==> config.mk <==
export PLATFORM = sky130hd
export DESIGN_NAME = retire_unit_nw_flat
export DESIGN_NICKNAME = d
export VERILOG_FILES = /design/src/rtl/retire_unit_nw_if.sv /design/src/rtl/retire_unit_nw.sv /design/src/flat_wrapper.sv
export SDC_FILE = /design/constraint.sdc
export NUM_CORES = 1
export LEC_CHECK = 0
export ABC_AREA = 1
export CAP_MARGIN = 20
export CORE_MARGIN = 1
export CORE_UTILIZATION = 40
export DETAILED_ROUTE_END_ITERATION = 10
export HOLD_SLACK_MARGIN = 0.03
export PLACE_DENSITY_LB_ADDON = 0.2
export SYNTH_ARGS = -nofsm -noshare
export SYNTH_HDL_FRONTEND = slang
export SYNTH_SLANG_ARGS = --single-unit
==> constraint.sdc <==
create_clock -name clock -period 3.9 [get_ports clock]
set_clock_uncertainty 0.05 [all_clocks]
set_input_delay 0.78 -clock clock [delete_from_list [all_inputs] [get_ports clock]]
set_output_delay 0.78 -clock clock [all_outputs]
set_load 0.02 [all_outputs]
==> src/rtl/retire_unit_nw_if.sv <==
// ROB-head window into the retire unit plus its retirement outputs; the
// perf counters appear only when RETIRE_PERF_EN is defined.
interface retire_unit_nw_if #(
  parameter int RETIRE_WIDTH = 3,
  parameter int XLEN         = 32,
  parameter int PREG_W       = 6,
  parameter int CNT_W        = 64
);
  logic [RETIRE_WIDTH-1:0]        head_valid;
  logic [RETIRE_WIDTH-1:0]        head_completed;
  logic [RETIRE_WIDTH-1:0]        head_precise;
  logic [RETIRE_WIDTH-1:0]        head_is_store;
  logic [RETIRE_WIDTH-1:0]        head_halt;
  logic [RETIRE_WIDTH-1:0]        head_has_dest;
  logic [RETIRE_WIDTH*XLEN-1:0]   head_pc;
  logic [RETIRE_WIDTH*5-1:0]      head_arch_reg;
  logic [RETIRE_WIDTH*PREG_W-1:0] head_phys_reg;

  logic [RETIRE_WIDTH-1:0]        retire_en_mask;
  logic [RETIRE_WIDTH-1:0]        sq_retire_mask;
  logic                           fch_rec_enable;
  logic [XLEN-1:0]                rec_pc;
  logic [32*PREG_W-1:0]           recover_maptable;
  logic                           halt;
  logic [CNT_W-1:0]               retired_inst_cnt;
`ifdef RETIRE_PERF_EN
  logic [31:0]                    mispredict_cnt;
  logic [31:0]                    stall_cycle_cnt;
`endif

  modport master (
`ifdef RETIRE_PERF_EN
    input  mispredict_cnt, stall_cycle_cnt,
`endif
    output head_valid, head_completed, head_precise, head_is_store, head_halt,
    output head_has_dest, head_pc, head_arch_reg, head_phys_reg,
    input  retire_en_mask, sq_retire_mask, fch_rec_enable, rec_pc,
    input  recover_maptable, halt, retired_inst_cnt
  );

  modport slave (
`ifdef RETIRE_PERF_EN
    output mispredict_cnt, stall_cycle_cnt,
`endif
    input  head_valid, head_completed, head_precise, head_is_store, head_halt,
    input  head_has_dest, head_pc, head_arch_reg, head_phys_reg,
    output retire_en_mask, sq_retire_mask, fch_rec_enable, rec_pc,
    output recover_maptable, halt, retired_inst_cnt
  );
endinterface

==> src/rtl/retire_unit_nw.sv <==
// N-wide in-order retire: combinational retire masks, map/counter/recovery update on the next edge.
// No backpressure: retirement simply stalls during FLUSH and HALTED. Optional RETIRE_PERF_EN adds perf counters.
module retire_unit_nw #(
  parameter int RETIRE_WIDTH = 3,
  parameter int ST_PER_CYCLE = 1,
  parameter int FLUSH_CYCLES = 2,
  parameter int XLEN         = 32,
  parameter int PREG_W       = 6,
  parameter int CNT_W        = 64
) (
  input logic             clock,
  input logic             reset,
  retire_unit_nw_if.slave bus
);
  localparam int FC_W = $clog2(FLUSH_CYCLES + 1);

  typedef enum logic [1:0] {RUN, FLUSH, HALTED} state_t;

  state_t                   state, state_nxt;
  logic [FC_W-1:0]          flush_cnt;
  logic [RETIRE_WIDTH-1:0]  ret_mask, st_mask;
  logic                     hit_prec, hit_halt;
  logic [XLEN-1:0]          hit_pc;
  logic [31:0][PREG_W-1:0]  map;
  logic [CNT_W-1:0]         cnt;
  logic                     rec_en;
  logic [XLEN-1:0]          rec_pc_q;
  logic                     halt_q;

  always_ff @(posedge clock) begin
    if (reset) state <= RUN;
    else       state <= state_nxt;
  end

  always_comb begin
    state_nxt = state;
    case (state)
      RUN: begin
        if (hit_halt)      state_nxt = HALTED;
        else if (hit_prec) state_nxt = FLUSH;
      end
      FLUSH:   if (flush_cnt <= FC_W'(1)) state_nxt = RUN;
      HALTED:  state_nxt = HALTED;
      default: state_nxt = RUN;
    endcase
  end

  // Walk oldest (MSB) to youngest; the first non-retiring slot blocks all younger ones.
  always_comb begin
    int   n_st;
    logic stop;
    ret_mask = '0;
    st_mask  = '0;
    hit_prec = 1'b0;
    hit_halt = 1'b0;
    hit_pc   = '0;
    n_st     = 0;
    stop     = 1'b0;
    if (!reset && state == RUN) begin
      for (int i = RETIRE_WIDTH - 1; i >= 0; i--) begin
        if (!stop) begin
          if (!(bus.head_valid[i] && bus.head_completed[i])) begin
            stop = 1'b1;
          end else if (bus.head_is_store[i] && n_st >= ST_PER_CYCLE) begin
            stop = 1'b1;
          end else begin
            ret_mask[i] = 1'b1;
            if (bus.head_is_store[i]) begin
              st_mask[i] = 1'b1;
              n_st       = n_st + 1;
            end
            if (bus.head_halt[i]) begin
              hit_halt = 1'b1;
              stop     = 1'b1;
            end else if (bus.head_precise[i]) begin
              hit_prec = 1'b1;
              hit_pc   = bus.head_pc[i*XLEN +: XLEN];
              stop     = 1'b1;
            end
          end
        end
      end
    end
  end

  // Map writes issue oldest first so the youngest writer of an arch reg lands last.
  always_ff @(posedge clock) begin
    if (reset) begin
      for (int i = 0; i < 32; i++) map[i] <= PREG_W'(i);
      cnt       <= '0;
      rec_en    <= 1'b0;
      rec_pc_q  <= '0;
      halt_q    <= 1'b0;
      flush_cnt <= '0;
    end else begin
      for (int i = RETIRE_WIDTH - 1; i >= 0; i--) begin
        if (ret_mask[i] && bus.head_has_dest[i] && bus.head_arch_reg[i*5 +: 5] != 5'd0)
          map[bus.head_arch_reg[i*5 +: 5]] <= bus.head_phys_reg[i*PREG_W +: PREG_W];
      end
      cnt    <= cnt + CNT_W'($countones(ret_mask));
      rec_en <= hit_prec;
      if (hit_prec) rec_pc_q <= hit_pc;
      halt_q <= halt_q | hit_halt;
      if (hit_prec)
        flush_cnt <= FC_W'(FLUSH_CYCLES);
      else if (state == FLUSH && flush_cnt != '0)
        flush_cnt <= flush_cnt - FC_W'(1);
    end
  end

  assign bus.retire_en_mask   = ret_mask;
  assign bus.sq_retire_mask   = st_mask;
  assign bus.fch_rec_enable   = rec_en;
  assign bus.rec_pc           = rec_pc_q;
  assign bus.recover_maptable = map;
  assign bus.halt             = halt_q;
  assign bus.retired_inst_cnt = cnt;

`ifdef RETIRE_PERF_EN
  logic [31:0] mis_cnt, stall_cnt;

  always_ff @(posedge clock) begin
    if (reset) begin
      mis_cnt   <= '0;
      stall_cnt <= '0;
    end else begin
      if (hit_prec) mis_cnt <= mis_cnt + 32'd1;
      if (state == RUN && bus.head_valid[RETIRE_WIDTH-1] && !bus.head_completed[RETIRE_WIDTH-1])
        stall_cnt <= stall_cnt + 32'd1;
    end
  end

  assign bus.mispredict_cnt  = mis_cnt;
  assign bus.stall_cycle_cnt = stall_cnt;
`endif
endmodule

==> src/flat_wrapper.sv <==
// flat-port wrapper written by rule: the top's interface ports become plain ports
module retire_unit_nw_flat 
#(
  parameter int RETIRE_WIDTH = 3,
  parameter int ST_PER_CYCLE = 1,
  parameter int FLUSH_CYCLES = 2,
  parameter int XLEN         = 32,
  parameter int PREG_W       = 6,
  parameter int CNT_W        = 64
)
  (clock, reset, bus_head_valid, bus_head_completed, bus_head_precise, bus_head_is_store, bus_head_halt, bus_head_has_dest, bus_head_pc, bus_head_arch_reg, bus_head_phys_reg, bus_retire_en_mask, bus_sq_retire_mask, bus_fch_rec_enable, bus_rec_pc, bus_recover_maptable, bus_halt, bus_retired_inst_cnt);
  retire_unit_nw_if #(.RETIRE_WIDTH(RETIRE_WIDTH), .XLEN(XLEN), .PREG_W(PREG_W), .CNT_W(CNT_W)) bus_i ();
  input logic clock;
  input logic reset;
  input wire logic [$bits(bus_i.head_valid)-1:0] bus_head_valid;
  input wire logic [$bits(bus_i.head_completed)-1:0] bus_head_completed;
  input wire logic [$bits(bus_i.head_precise)-1:0] bus_head_precise;
  input wire logic [$bits(bus_i.head_is_store)-1:0] bus_head_is_store;
  input wire logic [$bits(bus_i.head_halt)-1:0] bus_head_halt;
  input wire logic [$bits(bus_i.head_has_dest)-1:0] bus_head_has_dest;
  input wire logic [$bits(bus_i.head_pc)-1:0] bus_head_pc;
  input wire logic [$bits(bus_i.head_arch_reg)-1:0] bus_head_arch_reg;
  input wire logic [$bits(bus_i.head_phys_reg)-1:0] bus_head_phys_reg;
  output wire logic [$bits(bus_i.retire_en_mask)-1:0] bus_retire_en_mask;
  output wire logic [$bits(bus_i.sq_retire_mask)-1:0] bus_sq_retire_mask;
  output wire logic [$bits(bus_i.fch_rec_enable)-1:0] bus_fch_rec_enable;
  output wire logic [$bits(bus_i.rec_pc)-1:0] bus_rec_pc;
  output wire logic [$bits(bus_i.recover_maptable)-1:0] bus_recover_maptable;
  output wire logic [$bits(bus_i.halt)-1:0] bus_halt;
  output wire logic [$bits(bus_i.retired_inst_cnt)-1:0] bus_retired_inst_cnt;
  assign bus_i.head_valid = bus_head_valid;
  assign bus_i.head_completed = bus_head_completed;
  assign bus_i.head_precise = bus_head_precise;
  assign bus_i.head_is_store = bus_head_is_store;
  assign bus_i.head_halt = bus_head_halt;
  assign bus_i.head_has_dest = bus_head_has_dest;
  assign bus_i.head_pc = bus_head_pc;
  assign bus_i.head_arch_reg = bus_head_arch_reg;
  assign bus_i.head_phys_reg = bus_head_phys_reg;
  assign bus_retire_en_mask = bus_i.retire_en_mask;
  assign bus_sq_retire_mask = bus_i.sq_retire_mask;
  assign bus_fch_rec_enable = bus_i.fch_rec_enable;
  assign bus_rec_pc = bus_i.rec_pc;
  assign bus_recover_maptable = bus_i.recover_maptable;
  assign bus_halt = bus_i.halt;
  assign bus_retired_inst_cnt = bus_i.retired_inst_cnt;
  retire_unit_nw #(.RETIRE_WIDTH(RETIRE_WIDTH), .ST_PER_CYCLE(ST_PER_CYCLE), .FLUSH_CYCLES(FLUSH_CYCLES), .XLEN(XLEN), .PREG_W(PREG_W), .CNT_W(CNT_W)) u_core (.clock(clock), .reset(reset), .bus(bus_i));
endmodule
==> impl_metrics.toml, run 1 <==
[cts]
numCtsBuffers = 38
clkTransAtPathRegs_ns = 0.06
cts_tree = "done"
cts_max_path_buffers = 3
clock-sinks = 294
worstSkewPairLatency_ns = 0.57
cts_root_buffer = "clkbuf_16"
hold_buffers = 0
cts_max_level = 2

[yosys]
synth_area_leaders = "nand2_1, dfxtp_1, nor2_1, nand3_1, o21ai_0"
yosysSeqAreaShare = 0.2761
yosysTopAreaCellShare = 0.2898
synthArstFlopShare = 0
synth_edf_count = 0
yosys.area.top_type = "nand2_1"
avgSynthCellArea_sq_um = 5.582
ys_ff_latch = 294
syn_nets = 3978
synth_flop_cell = "dfxtp_1"
syn-instance-count = 3819
synth.yosys.warnings = 0
synth_most_common_cell = "nand2_1"
synth_commonest_cells = "nand2_1, nor2_1, dfxtp_1"
ys_types = 45
netlist_area_sq_um = 21320

[place]
place_congestion = 1.003
dp.cells = 4890
dpl.hpwl_um = 69600
io_buffer_count = 444

[worst_setup_path]
cp_max_fo = 4
ff2ff_setup_slack_ns = 0.64
rr_worst_depth = 19
r2r-end = "u_core.bus.retired_inst_cnt[38]$_SDFF_PP0_"
crit_required_ns = 4.35
crit_type = "in2reg"
start_kind = "input port"
cp_data_arrival_time_ns = 4.13
r2r-start = "u_core.state[0]$_SDFFE_PP0P_"
end_kind = "register"

[timing]
fin_crit_ns = 3.686
fin_crit_sh = 0.9450
slew_viol_final = 0
fmax_ghz = 0.2713
finalSetupViolCount = 0
worstMarginPinSlew_ns = 1.088
hold_viol = 0
rsz0062_at_grt = "no"
slew_headroom = 0.2744
fin_setup_tns_ns = 0

[min_path]
hold_path_end = "u_core.bus.recover_maptable[1]$_SDFF_PP0_"
hp-class = "reg2reg"
hp-start = "u_core.bus.recover_maptable[1]$_SDFF_PP0_"
holdPathStages = 2

[routing]
wl_per_cell_um = 20.15
antenna_left = 0
drtPass1Iterations = 8
totalWireLength_um = 99970
drc = 0
detail_route.iter0.violations = 3091
vias = 26930
via_per_inst = 5.430

[final_layout]
n_fill_cell = 5300
insertedDiodeCount = 0
final_core_util = 0.5402
nets = 4407
stdcell_count = 4960
syn2layout_area_growth_pct = 33.43
final_layout_size_suffix_gt1_frac = 0.08919

[grt]
antenna_found_initial = 3
grt_max_degree = 218
grt_pass1_wl_um = 147700
track_usage = 0.3588
first_global_vias = 24200
grt-ovfl-total = 0

[die]
core_region_area_sq_um = 52660
io_pins = 445
die_y_um = 232.9
die_w_um = 232.9
rows = 84
dieArea_sq_um = 54220
start_util = 0.4049

[run_status]
status = "finished, final reports clean"

[run]
maxCapViolCount = 0

[power_and_ir_drop]
power.density_nw_per_um2 = 278.3
ir_worst_vdd_v = 0.0002949
p_leak_nw = 13.24
-- layout by cell type (no fill, tap or decap), types with 3 or more instances in the layout --
cell type / netlist / layout
a31oi_1: 3 / 3
o22ai_1: 3 / 3
clkdlybuf4s50_1: 0 / 437
dlymetal6s2s_1: 0 / 6
nand3_1: 284 / 281
nand3_2: 12 / 13
inv_1: 255 / 250
nor3_1: 47 / 46
clkbuf_16: 0 / 39
o21ai_0: 195 / 195
dfxtp_1: 294 / 294
ha_1: 8 / 6
or2_2: 30 / 30
nor2_4: 14 / 19
nor2_2: 20 / 28
clkinv_2: 0 / 6
nand4_2: 4 / 4
bufinv_16: 0 / 6
a21oi_1: 68 / 68
nor4_1: 6 / 6
or2_0: 3 / 3
nor3b_1: 4 / 3
clkinv_1: 6 / 6
nand2_1: 1646 / 1638
nand3b_1: 3 / 3
xor2_1: 7 / 7
buf_4: 8 / 140
nand3_4: 12 / 14
nand2_2: 11 / 18
nor2_1: 448 / 435
inv_2: 22 / 25
o211ai_1: 7 / 7
clkbuf_1: 125 / 5
buf_12: 0 / 11
nor3_2: 6 / 6
o21ai_1: 29 / 29
clkbuf_8: 0 / 7
nand4_1: 152 / 152
-- final cells by class --
| type | count | area (sq um) | area share |
|---|---|---|---|
| flip-flops and latches | 294 | 5886 | 0.2069 |
| well taps | 688 | 860.8 | 0.03026 |
| multi-input cells | 3036 | 13590 | 0.4779 |
| inverters | 283 | 1070 | 0.03761 |
| clock buffers | 51 | 1091 | 0.03836 |
| repair buffers | 595 | 5725 | 0.2013 |
| clock inverters | 13 | 219.0 | 0.007698 |
-- per-stage QoR --
step           area (sq um)  total power [mW]  hold WS, ns  worst slack, ns
2_1_floorplan         21360             3.580       0.4449          0.01211
3_3_place_gp          26990             4.095       0.3603          -0.6245
3_5_place_dp          26990             4.098       0.3626          -0.6572
5_1_grt               28440             8.114       0.3911        0.0007807
4_1_cts               28310             7.905       0.3725          0.02152
6_report              28440             7.916       0.3703           0.2144
-- cells by family (layout without fill, tap and decap cells) --
group,count (synthesis),in the layout,synth area share
and+or+nand+nor,2709,2709,0.5463
buffers and inverters,489,942,0.09356
AOI/OAI and AO/OA,309,309,0.07425
DFF,294,294,0.2761
adders and majority gates,10,10,0.006574
xor gates and xnor gates,8,8,0.003287
-- per-layer routing --
metal  part of all wire  track usage  up-vias
li1                   -            -    12970
met1               0.38       0.4478    12100
met2               0.44       0.5620     1531
met3               0.12       0.1028      320
met4              0.053       0.1775        6
met5            0.00038            0        -
-- worst max path at each step --
stage / startpoint / endpoint / slack, ns
2_1_floorplan: bus_head_precise[2] / u_core.bus.retired_inst_cnt[54]$_SDFF_PP0_ / 0.01
3_3_place_gp: bus_head_valid[2] / u_core.bus.retired_inst_cnt[54]$_SDFF_PP0_ / -0.62
3_5_place_dp: bus_head_valid[2] / u_core.bus.retired_inst_cnt[54]$_SDFF_PP0_ / -0.66
4_1_cts: bus_head_valid[2] / u_core.bus.retired_inst_cnt[54]$_SDFF_PP0_ / 0.02
5_1_grt: bus_head_valid[1] / u_core.bus.retired_inst_cnt[20]$_SDFF_PP0_ / 0.0008
6_report: bus_head_is_store[2] / u_core.bus.retired_inst_cnt[38]$_SDFF_PP0_ / 0.21
-- flip-flops by register name (all words and copies together) (netlist names) --
signal / flops
u_core.bus.halt: 1
u_core.bus.recover_maptable: 192
u_core.state: 2
u_core.bus.fch_rec_enable: 1
u_core.bus.rec_pc: 32
u_core.flush_cnt: 2
u_core.bus.retired_inst_cnt: 64
-- critical path, stage by stage --
cell             delay, ns
clkdlybuf4s50_1       0.48
inv_1                 0.07
nor2_4                0.09
nand2_2               0.09
nand3_4               0.08
nor2_4                0.04
nand3_4               0.08
nor2_4                0.04
fa_1                  0.48
ha_2                  0.18
inv_2                 0.04
fa_2                  0.35
inv_2                 0.07
nand2_2               0.06
a21oi_4               0.25
inv_2                 0.09
nor2_4                0.13
buf_4                 0.13
buf_4                 0.10
nand4_1               0.10
or2_2                 0.30
a21oi_1               0.12
-- where the power goes --
group	switching, mW	total [mW]	internal [mW]
Sequential	0.0251	3.05	3.03
Clock	1.50	3.84	2.35
Combinational	0.680	1.02	0.339
Total	2.20	7.92	5.72
-- timing repair --
item                       in CTS  in global routing
gates resized for setup         2                 27
setup endpoints to repair       3                 35
setup buffers                   0                  6
pin swaps                       1                 14
hold endpoints to repair        0                  0
No activity file was read; power rests on OpenSTA's default activity.
==> run 2, diff against run 1 <==
ABC_CLOCK_PERIOD_IN_PS = 3900   (was not set)
==> results of run 2 <==
No change in the layout: final DEF, timing and power equal those of run 1.
